[config.mk]
export PLATFORM = sky130hd
export DESIGN_NAME = seq_detect_param
export DESIGN_NICKNAME = d
export VERILOG_FILES = /design/src/rtl/seq_detect_param.sv
export SDC_FILE = /design/constraint.sdc
export NUM_CORES = 1
export LEC_CHECK = 0
export CELL_PAD_IN_SITES_DETAIL_PLACEMENT = 1
export CELL_PAD_IN_SITES_GLOBAL_PLACEMENT = 1
export CORE_UTILIZATION = 35
export CTS_BUF_LIST = sky130_fd_sc_hd__clkbuf_16
export DETAILED_ROUTE_END_ITERATION = 16
export DONT_BUFFER_PORTS = 1
export PLACE_DENSITY = 0.6
export RECOVER_POWER = 50
export SYNTH_ARGS = -nofsm -noshare
export SYNTH_HDL_FRONTEND = slang
export SYNTH_SLANG_ARGS = --single-unit
[constraint.sdc]
create_clock -name clk -period 2.4 [get_ports clk]
set_clock_uncertainty 0.05 [all_clocks]
set_input_delay 0.36 -clock clk [delete_from_list [all_inputs] [get_ports clk]]
set_output_delay 0.36 -clock clk [all_outputs]
set_load 0.02 [all_outputs]
[src/rtl/seq_detect_param.sv]
// seq_detect_param: parameterised serial pattern detector with a Mealy match flag.
//
// Bits are accepted when i_valid=1 and load=0. Accepted bits shift into a
// (PAT_W-1)-bit history, newest bit in the LSB. o fires in the same cycle as
// the final pattern bit. A saturating counter tallies matches. In
// non-overlapping mode the history is cleared after a match.
//
// Ports:
//   clk        in   sole clock, rising edge
//   rst        in   synchronous active-high reset
//   i          in   serial data bit
//   i_valid    in   qualifies i
//   overlap    in   1 = overlapping detection, 0 = restart after each match
//   load       in   strobe: pat_in replaces the active pattern and history is cleared
//   pat_in     in   new pattern, MSB is the first bit in time
//   cnt_clr    in   synchronous clear of match_cnt (wins over increment)
//   o          out  combinational match flag
//   match_cnt  out  saturating match count
//   armed      out  history holds PAT_W-1 valid bits (register-derived)
module seq_detect_param #(
  parameter int unsigned      PAT_W   = 4,
  parameter logic [PAT_W-1:0] PAT_RST = 4'b1101,
  parameter int unsigned      CNT_W   = 8
) (
  input  logic             clk,
  input  logic             rst,
  input  logic             i,
  input  logic             i_valid,
  input  logic             overlap,
  input  logic             load,
  input  logic [PAT_W-1:0] pat_in,
  input  logic             cnt_clr,
  output logic             o,
  output logic [CNT_W-1:0] match_cnt,
  output logic             armed
);

  localparam int unsigned      FILL_W   = $clog2(PAT_W);
  localparam logic [FILL_W-1:0] FILL_MAX = FILL_W'(PAT_W - 1);
  localparam logic [CNT_W-1:0]  CNT_MAX  = '1;

  logic [PAT_W-1:0]  pat_q, pat_d;
  logic [PAT_W-2:0]  hist_q, hist_d;
  logic [FILL_W-1:0] fill_q, fill_d;
  logic [CNT_W-1:0]  cnt_q, cnt_d;

  logic             accept;
  logic             full;
  logic             match;
  logic [PAT_W-1:0] window;

  // rst is folded into accept so o is forced low while reset is held.
  assign accept = i_valid & ~load & ~rst;
  assign full   = (fill_q == FILL_MAX);
  assign window = {hist_q, i};
  assign match  = accept & full & (window == pat_q);

  assign o         = match;
  assign match_cnt = cnt_q;
  assign armed     = full;

  always_comb begin
    pat_d  = pat_q;
    hist_d = hist_q;
    fill_d = fill_q;
    cnt_d  = cnt_q;

    if (load) begin
      // The bit presented alongside load is discarded.
      pat_d  = pat_in;
      hist_d = '0;
      fill_d = '0;
    end else if (accept) begin
      if (match && !overlap) begin
        // Non-overlapping: the matching bit does not seed the next window.
        hist_d = '0;
        fill_d = '0;
      end else begin
        hist_d = window[PAT_W-2:0];
        if (!full) begin
          fill_d = fill_q + FILL_W'(1);
        end
      end
    end

    if (cnt_clr) begin
      cnt_d = '0;
    end else if (match && (cnt_q != CNT_MAX)) begin
      cnt_d = cnt_q + CNT_W'(1);
    end
  end

  always_ff @(posedge clk) begin
    if (rst) begin
      pat_q  <= PAT_RST;
      hist_q <= '0;
      fill_q <= '0;
      cnt_q  <= '0;
    end else begin
      pat_q  <= pat_d;
      hist_q <= hist_d;
      fill_q <= fill_d;
      cnt_q  <= cnt_d;
    end
  end

endmodule

Word-level counts from Yosys, hierarchy flattened. Index checks and enable logic that the tools add are counted.

Reductions and logical operators: 6. Add/subtract/negate cells: 2. Bitwise logic cells: 6. Eq/ne operators: 4. Mux-type cells: 3.

Operators with widths (count): $add 8x1->8 const B (1); $ne 8x8->1 const B (1); $and 1x1->1 (4); $eq 4x4->1 (1); $mux 2 (2); $reduce_or 2->1 (2); $mux 3 (1); $add 2x1->2 const B (1); $eq 2x2->1 const B (1); $logic_and 1x1->1 (2); $ne 2x1->1 const B (1); $not 1->1 (2); $reduce_and 2->1 (1); $logic_not 1->1 (1).

Flip-flop bits (word level): 17. Word-level logic and storage cells: 25. Output and inout bits: 10.

Logic depth before layout (Yosys ltp). Gate-level depths: netlist of run 1.

Depth after elaboration: 8. Depth in mapped cells: 7. Gate-level depth less buffers: 6.

Least setup slack after synthesis of run 1. Ideal clock, no wire load.

Kind: input -> register. Start point: input port load. End point: register cnt_q[3] (netlist: match_cnt[3]). Path buffers: 2. Arrival: 1.648 ns. Stages on the path: 7. Path slack: 0.632 ns. Setup time: 0.070 ns. Cells stage by stage: buf_6 or2_4 nor3_4 nand3b_2 buf_6 or3_1 a21oi_1.

Word-level cells in the longest chain between the ends: 6.

RTL lines: start, declared (RTL line 30) `input logic load,`; $not 1->1 (RTL line 53) `assign accept = i_valid & ~load & ~rst;`; $and 1x1->1 (2 in a row) (RTL line 53); $and 1x1->1 (2 in a row) (RTL line 56) `assign match = accept & full & (window == pat_q);`; $logic_and 1x1->1 (RTL line 88) `end else if (match && (cnt_q != CNT_MAX)) begin`; end signal, assigned (RTL line 103) `cnt_q <= cnt_d;`; end, declared (RTL line 45) `logic [CNT_W-1:0] cnt_q, cnt_d;`.

No other way between the ends. A chain may end at the register's enable or synchronous reset.

Worst setup path in the final report of run 1.
Start point: register fill_q[0]. End point: register cnt_q[5] (netlist: match_cnt[5]).

Word-level cells in the longest chain between the ends: 4.

RTL lines: start, declared (RTL line 44) `logic [FILL_W-1:0] fill_q, fill_d;`; start signal, assigned (RTL line 102) `fill_q <= fill_d;`; $eq 2x2->1 (RTL line 54) `assign full = (fill_q == FILL_MAX);`; net armed (RTL line 35) `output logic armed`; $and 1x1->1 (2 in a row) (RTL line 56); $logic_and 1x1->1 (RTL line 88).

The timed path passes the listed nets, and every way through them passes these cells.

==> flow_summary.yaml, run 1 <==
cts:
  clk_latency_ns: 0.25
  cts_resized: 0
  root_buffer: "clkbuf_16"
  cts_tree: "yes"
  cts_setup_buffers: 0
  holdBufCountCts: 0
  h-tree-depth: 1
  cts-buffers-inserted: 3
  clk_pin_slew_ns: 0.05
  clockBufferDepth: 2
  clock_sinks: 17
global_routing:
  grt_pass1_vias: 652
  grt_usage: 0.1588
  use_met1: 0.1712
  antenna_found_initial: 0
  grt_pass1_wl_um: 2960
  use_met2: 0.2697
  use_met3: 0.05655
  grt_max_degree: 13
  gr-total-overflow: 0
  busiest_layer: "met2"
yosys:
  synthesis.area_um2: 840.8
  synth-simple-area-share: 0.2857
  synth-adder-area-share: 0.02976
  synth_top_family_by_area: "simple AND/OR/NAND/NOR gates"
  synthTopCellsByArea: "dfxtp_1, a21oi_1, xor2_1"
  synthMuxAreaShare: 0.02381
  yosys_warnings: 0
  synth_cells: 90
  avgSynthCellArea_um2: 9.342
  synth_top_area_share: 0.4048
  async_flop_share: 0
  ys_seq_area_frac: 0.4048
  synth_flop_cell: "dfxtp_1"
  yosysUniqueCellTypes: 31
  synthXorXnorAreaFrac: 0.06250
  synth_edf_count: 0
  synth_compound_area_frac: 0.1533
  yosysTopAreaCell: "dfxtp_1"
  synth_nets: 103
  yosys_register_bits: 17
power_and_ir_drop:
  leakagePower_uw: 0.0003412
  power.switching_uw: 132.0
  switching_share: 0.1998
  combPwrFrac: 0.045
  sequentialPowerShare: 0.444
  p_per_area_nw_per_um2: 710.8
  p_clk_frac: 0.511
  ir_worst_vdd_v: 0.0003674
  intPower_uw: 528.8
placed_design:
  io_buffer_count: 0
  hpwl_um: 1312
  place_congestion: 0.7261
finish:
  drive_above_1_share: 0.1758
  area_growth_pct: 10.57
  final_nets: 105
  ff_latch_area_um2: 340.3
  insertedDiodeCount: 0
  multi_input_area_um2: 466.7
  layout_commonest_cell: "dfxtp_1"
  final_cell_mix: "dfxtp_1, a21oi_1, nand3_1, nor2_1, xor2_1"
  fill_cells: 264
routing:
  drt_first_pass_iters: 4
  routedWlPerCell_um: 14.55
  drt-total-wl_um: 1731
  vias_per_cell: 5.429
  drc: 0
  drt_iter0_drc: 8
  route.vias.total: 646
  ant_nets: 0
die:
  pin_count: 21
  die_width_um: 51.02
  die_area_um2: 2603
  initial_utilization: 0.3765
  num_rows: 17
  core-area_um2: 2233
  dieHeight_um: 51.02
sta:
  holdWs_ns: 0.1243
  worst_pin_slew_ns: 0.3860
  fmax_mhz: 490.9
  fin_crit_sh: 0.8489
  period_minus_slack_ns: 2.037
  slew_viol_final: 0
  hold_viol_final: 0
  rsz0062_at_grt: "false"
  tns_ns: 0
  setup_viol: 0
  relSlewSlack: 0.7423
setup_path:
  required_ns: 2.53
  rrSetupSlack_ns: 0.36
  cp.arrival_ns: 2.17
  critPathMaxFanout: 12
  start_kind: "flip-flop"
  cp-end-kind: "flip-flop"
  crit_type: "reg2reg"
worst_hold_path:
  hold_path_class: "in2reg"
status:
  status: "completed"
job:
  cap_viol_max_count: 0
==> cells in the mapped netlist, types with 2 or more instances <==
library cell / n
a211o_2: 3
a21oi_1: 9
and2b_2: 3
and3_1: 2
buf_6: 2
dfxtp_1: 17
ha_1: 2
inv_1: 2
mux2i_1: 2
nand2_1: 3
nand2b_1: 4
nand3_1: 6
nor2_1: 6
o21ai_0: 4
o31ai_1: 2
or3_1: 3
or4_1: 2
xor2_1: 5
==> sequential cells by signal (all words and copies together) (netlist names) <==
register	count
match_cnt	8
fill_q	2
pat_q	4
hist_q	3
==> routing by layer <==
| layer | share of wire | vias up | routed length, um |
|---|---|---|---|
| li1 | - | 327 | - |
| met1 | 0.42 | 304 | 722 |
| met2 | 0.52 | 12 | 904 |
| met3 | 0.043 | 3 | 75 |
| met4 | 0.017 | 0 | 29 |
| met5 | 0 | - | 0 |
==> path summary, 6_finish.rpt <==
kind,cells after the start,to,from
setup / recovery,6,match_cnt[5],fill_q[0]
hold / removal,1,pat_q[1],rst
hold reg to reg,2,hist_q[2],hist_q[2]
setup reg to reg,6,match_cnt[5],fill_q[0]
==> per-stage QoR <==
stage	util	std cells	setup WS (ns)	power, uW	instance area (um2)
4_1_cts	0.4162	119	0.3549	674.1	929.6
2_1_floorplan	-	90	0.6316	327.6	840.8
3_5_place_dp	0.3804	115	0.3702	329.8	849.6
3_3_place_gp	0.3804	115	0.4288	328.8	849.6
5_1_grt	0.4162	119	0.2099	691.5	929.6
6_report	0.4162	119	0.3627	660.8	929.6
==> power by group through the flow <==
stage / sequential, uW / clock, uW / combinational [uW]
2_1_floorplan: 298 / 0 / 29.4
3_3_place_gp: 299 / 0 / 29.4
3_5_place_dp: 300 / 0 / 30.2
4_1_cts: 294 / 350 / 30.3
5_1_grt: 294 / 364 / 33.8
6_report: 293 / 338 / 29.6
==> critical path, cell delays in order, from the launching register on <==
cell      delay, ns
dfxtp_1        0.34
ha_1           0.31
nand2_1        0.13
nor3_4         0.21
nand3b_2       0.24
or4_1          0.53
a21oi_1        0.15
==> cell families (layout without fill, tap and decap cells) <==
kind of cell | count (synthesis) | after routing
adders and majority gates | 2 | 2
AOI/OAI and AO/OA | 20 | 20
and+or+nand+nor | 38 | 38
muxes | 2 | 2
xor gates and xnor gates | 6 | 6
buffers and inverters | 5 | 6
DFF | 17 | 17
==> final cells by class <==
class | count | share of cell area
flip-flops and latches | 17 | 0.3661
inverters | 2 | 0.008075
well taps | 28 | 0.03769
clock inverters | 1 | 0.005384
clock buffers | 3 | 0.08075
multi-input cells | 68 | 0.5020
(Power assumes the default switching activity.)
==> inputs of run 2 (changes only) <==
==> constraint.sdc (replaced) <==
create_clock -name clk -period 1.9 [get_ports clk]
set_clock_uncertainty 0.05 [all_clocks]
set_input_delay 0.285 -clock clk [delete_from_list [all_inputs] [get_ports clk]]
set_output_delay 0.285 -clock clk [all_outputs]
set_load 0.02 [all_outputs]
==> run 2 against run 1 <==
Via count up 8.4%. Clock power up 22%. Final cell count up 10%. First-iteration DRC count up 25%. Register-to-register slack worse by 0.27 ns. Utilization up 3.5 points.
==> flow_summary.yaml, run 2 (synthesis results as in run 1) <==
status:
  status: "completed"
routing:
  ant_nets: 0
  highest_layer: "met4"
  drt_first_pass_iters: 4
  vias_per_cell: 5.344
  routedWlPerCell_um: 14.56
  drc: 0
  route.vias.total: 700
  drt_iter0_drc: 10
  drt-total-wl_um: 1908
  wl_met1_um: 798
  wl_met2_um: 1014
  met3_length_um: 79
setup_path:
  required_ns: 2.03
  slowest_delay_ns: 0.48
  critPathMaxFanout: 5
  cp.arrival_ns: 1.94
  crit_family: "simple AND/OR/NAND/NOR gates"
  r2r-start: "fill_q[0]"
  crit_slowest_cell: "or4_1"
  path_cells: "ha_2, nand2_1, nor3_4, nand3b_4, or4_1, a21oi_1"
  cp_num_cells: 6
  worstReg2RegEnd: "match_cnt[5]"
  cp-end-kind: "flip-flop"
  rrSetupSlack_ns: 0.09
  cp_num_buf_inv: 0
  rr_worst_depth: 6
  crit_type: "reg2reg"
  start_kind: "flip-flop"
placed_design:
  place_congestion: 0.7741
  dp_cells: 125
  io_buffer_count: 0
  hpwl_um: 1414
  pre_cts_ws_ns: 0.1162
sta:
  tns_ns: 0
  hold_viol_final: 0
  setup_slack_ns: 0.08854
  fin_crit_sh: 0.9534
  setup_viol: 0
  period_minus_slack_ns: 1.811
  fmax_mhz: 552.0
  worst_pin_slew_ns: 0.4206
  holdWs_ns: 0.05744
  relSlewSlack: 0.7180
  slew_viol_final: 0
global_routing:
  grt_usage: 0.1635
  antenna_found_initial: 0
  gr-total-overflow: 0
  grt_pass1_wl_um: 3001
  grt_max_degree: 10
  grt_pass1_vias: 673
worst_hold_path:
  hold_depth: 1
  min_from: "rst"
  hold_path_class: "in2reg"
  worstHoldEndpoint: "pat_q[1]"
cts:
  clk_pin_slew_ns: 0.05
  clock_sinks: 17
  cts_tree: "yes"
  h-tree-depth: 1
  cts-buffers-inserted: 3
  clk_latency_ns: 0.24
  clockBufferDepth: 2
  root_buffer: "clkbuf_16"
finish:
  drive_above_1_share: 0.2039
  final_cell_mix: "dfxtp_1, a21oi_1, clkbuf_1"
  area_growth_pct: 19.79
  final_nets: 117
  layout_commonest_cell: "dfxtp_1"
  largest_reg_flops: 8
  insertedDiodeCount: 0
  fin_cells: 131
power_and_ir_drop:
  leakagePower_uw: 0.0004013
  p_per_area_nw_per_um2: 817.9
  ir_worst_vdd_v: 0.0004856
die:
  initial_utilization: 0.3765
  dieHeight_um: 51.02
  num_rows: 17
  pin_count: 21
  die_width_um: 51.02
  core-area_um2: 2233
  die_area_um2: 2603
job:
  cap_viol_max_count: 0
## run 2: worst reg2reg max path, stage by stage (launching register included)
cell and delay (ns):
dfxtp_1 0.35, ha_2 0.19, nand2_1 0.08, nor3_4 0.30
nand3b_4 0.14, or4_1 0.49, a21oi_1 0.15
## run 2: power breakdown
part | total, uW | internal, uW | switching [uW]
logic | 39.8 | 21.1 | 18.7
registers | 371 | 365 | 5.88
clock network | 413 | 279 | 134
total | 824 | 665 | 158
## run 2: what timing repair did
item	CTS	global route
resized for setup	0	3
buffers inserted	0	1
setup endpoints to repair	0	3
hold buffers	0	0
## run 2: final cells by class
type / count / area (um2)
fill: 277 / 1226
multi-input combinational: 69 / 493.0
sequential: 17 / 340.3
clock buffer: 3 / 75.07
timing repair buffer: 11 / 52.55
tap: 28 / 35.03
inverter: 2 / 7.507
clock inverter: 1 / 3.754
## run 2: metrics by stage
stage / cell area (um2) / utilization / total power, uW
after floorplan: 840.8 / - / 413.8
after global placement: 924.6 / 0.4140 / 415.0
after detailed placement: 924.6 / 0.4140 / 416.8
after CTS: 1003 / 0.4493 / 834.0
after global routing: 1007 / 0.4510 / 868.1
final: 1007 / 0.4510 / 823.8
## run 2: worst max-delay path by stage
stage	end	from	slack (ns)
final	match_cnt[5]	fill_q[0]	0.09
after global routing	match_cnt[5]	fill_q[0]	-0.05
after CTS	match_cnt[7]	fill_q[0]	0.1
after detailed placement	match_cnt[5]	fill_q[0]	0.12
after global placement	match_cnt[7]	fill_q[0]	0.17
after floorplan	match_cnt[3]	fill_q[0]	0.14
## run 2: layer usage
layer / up-vias / track usage
li1: 348 / -
met1: 337 / 0.1703
met2: 13 / 0.2895
met3: 2 / 0.05357
met4: 0 / 0.08333
met5: - / 0
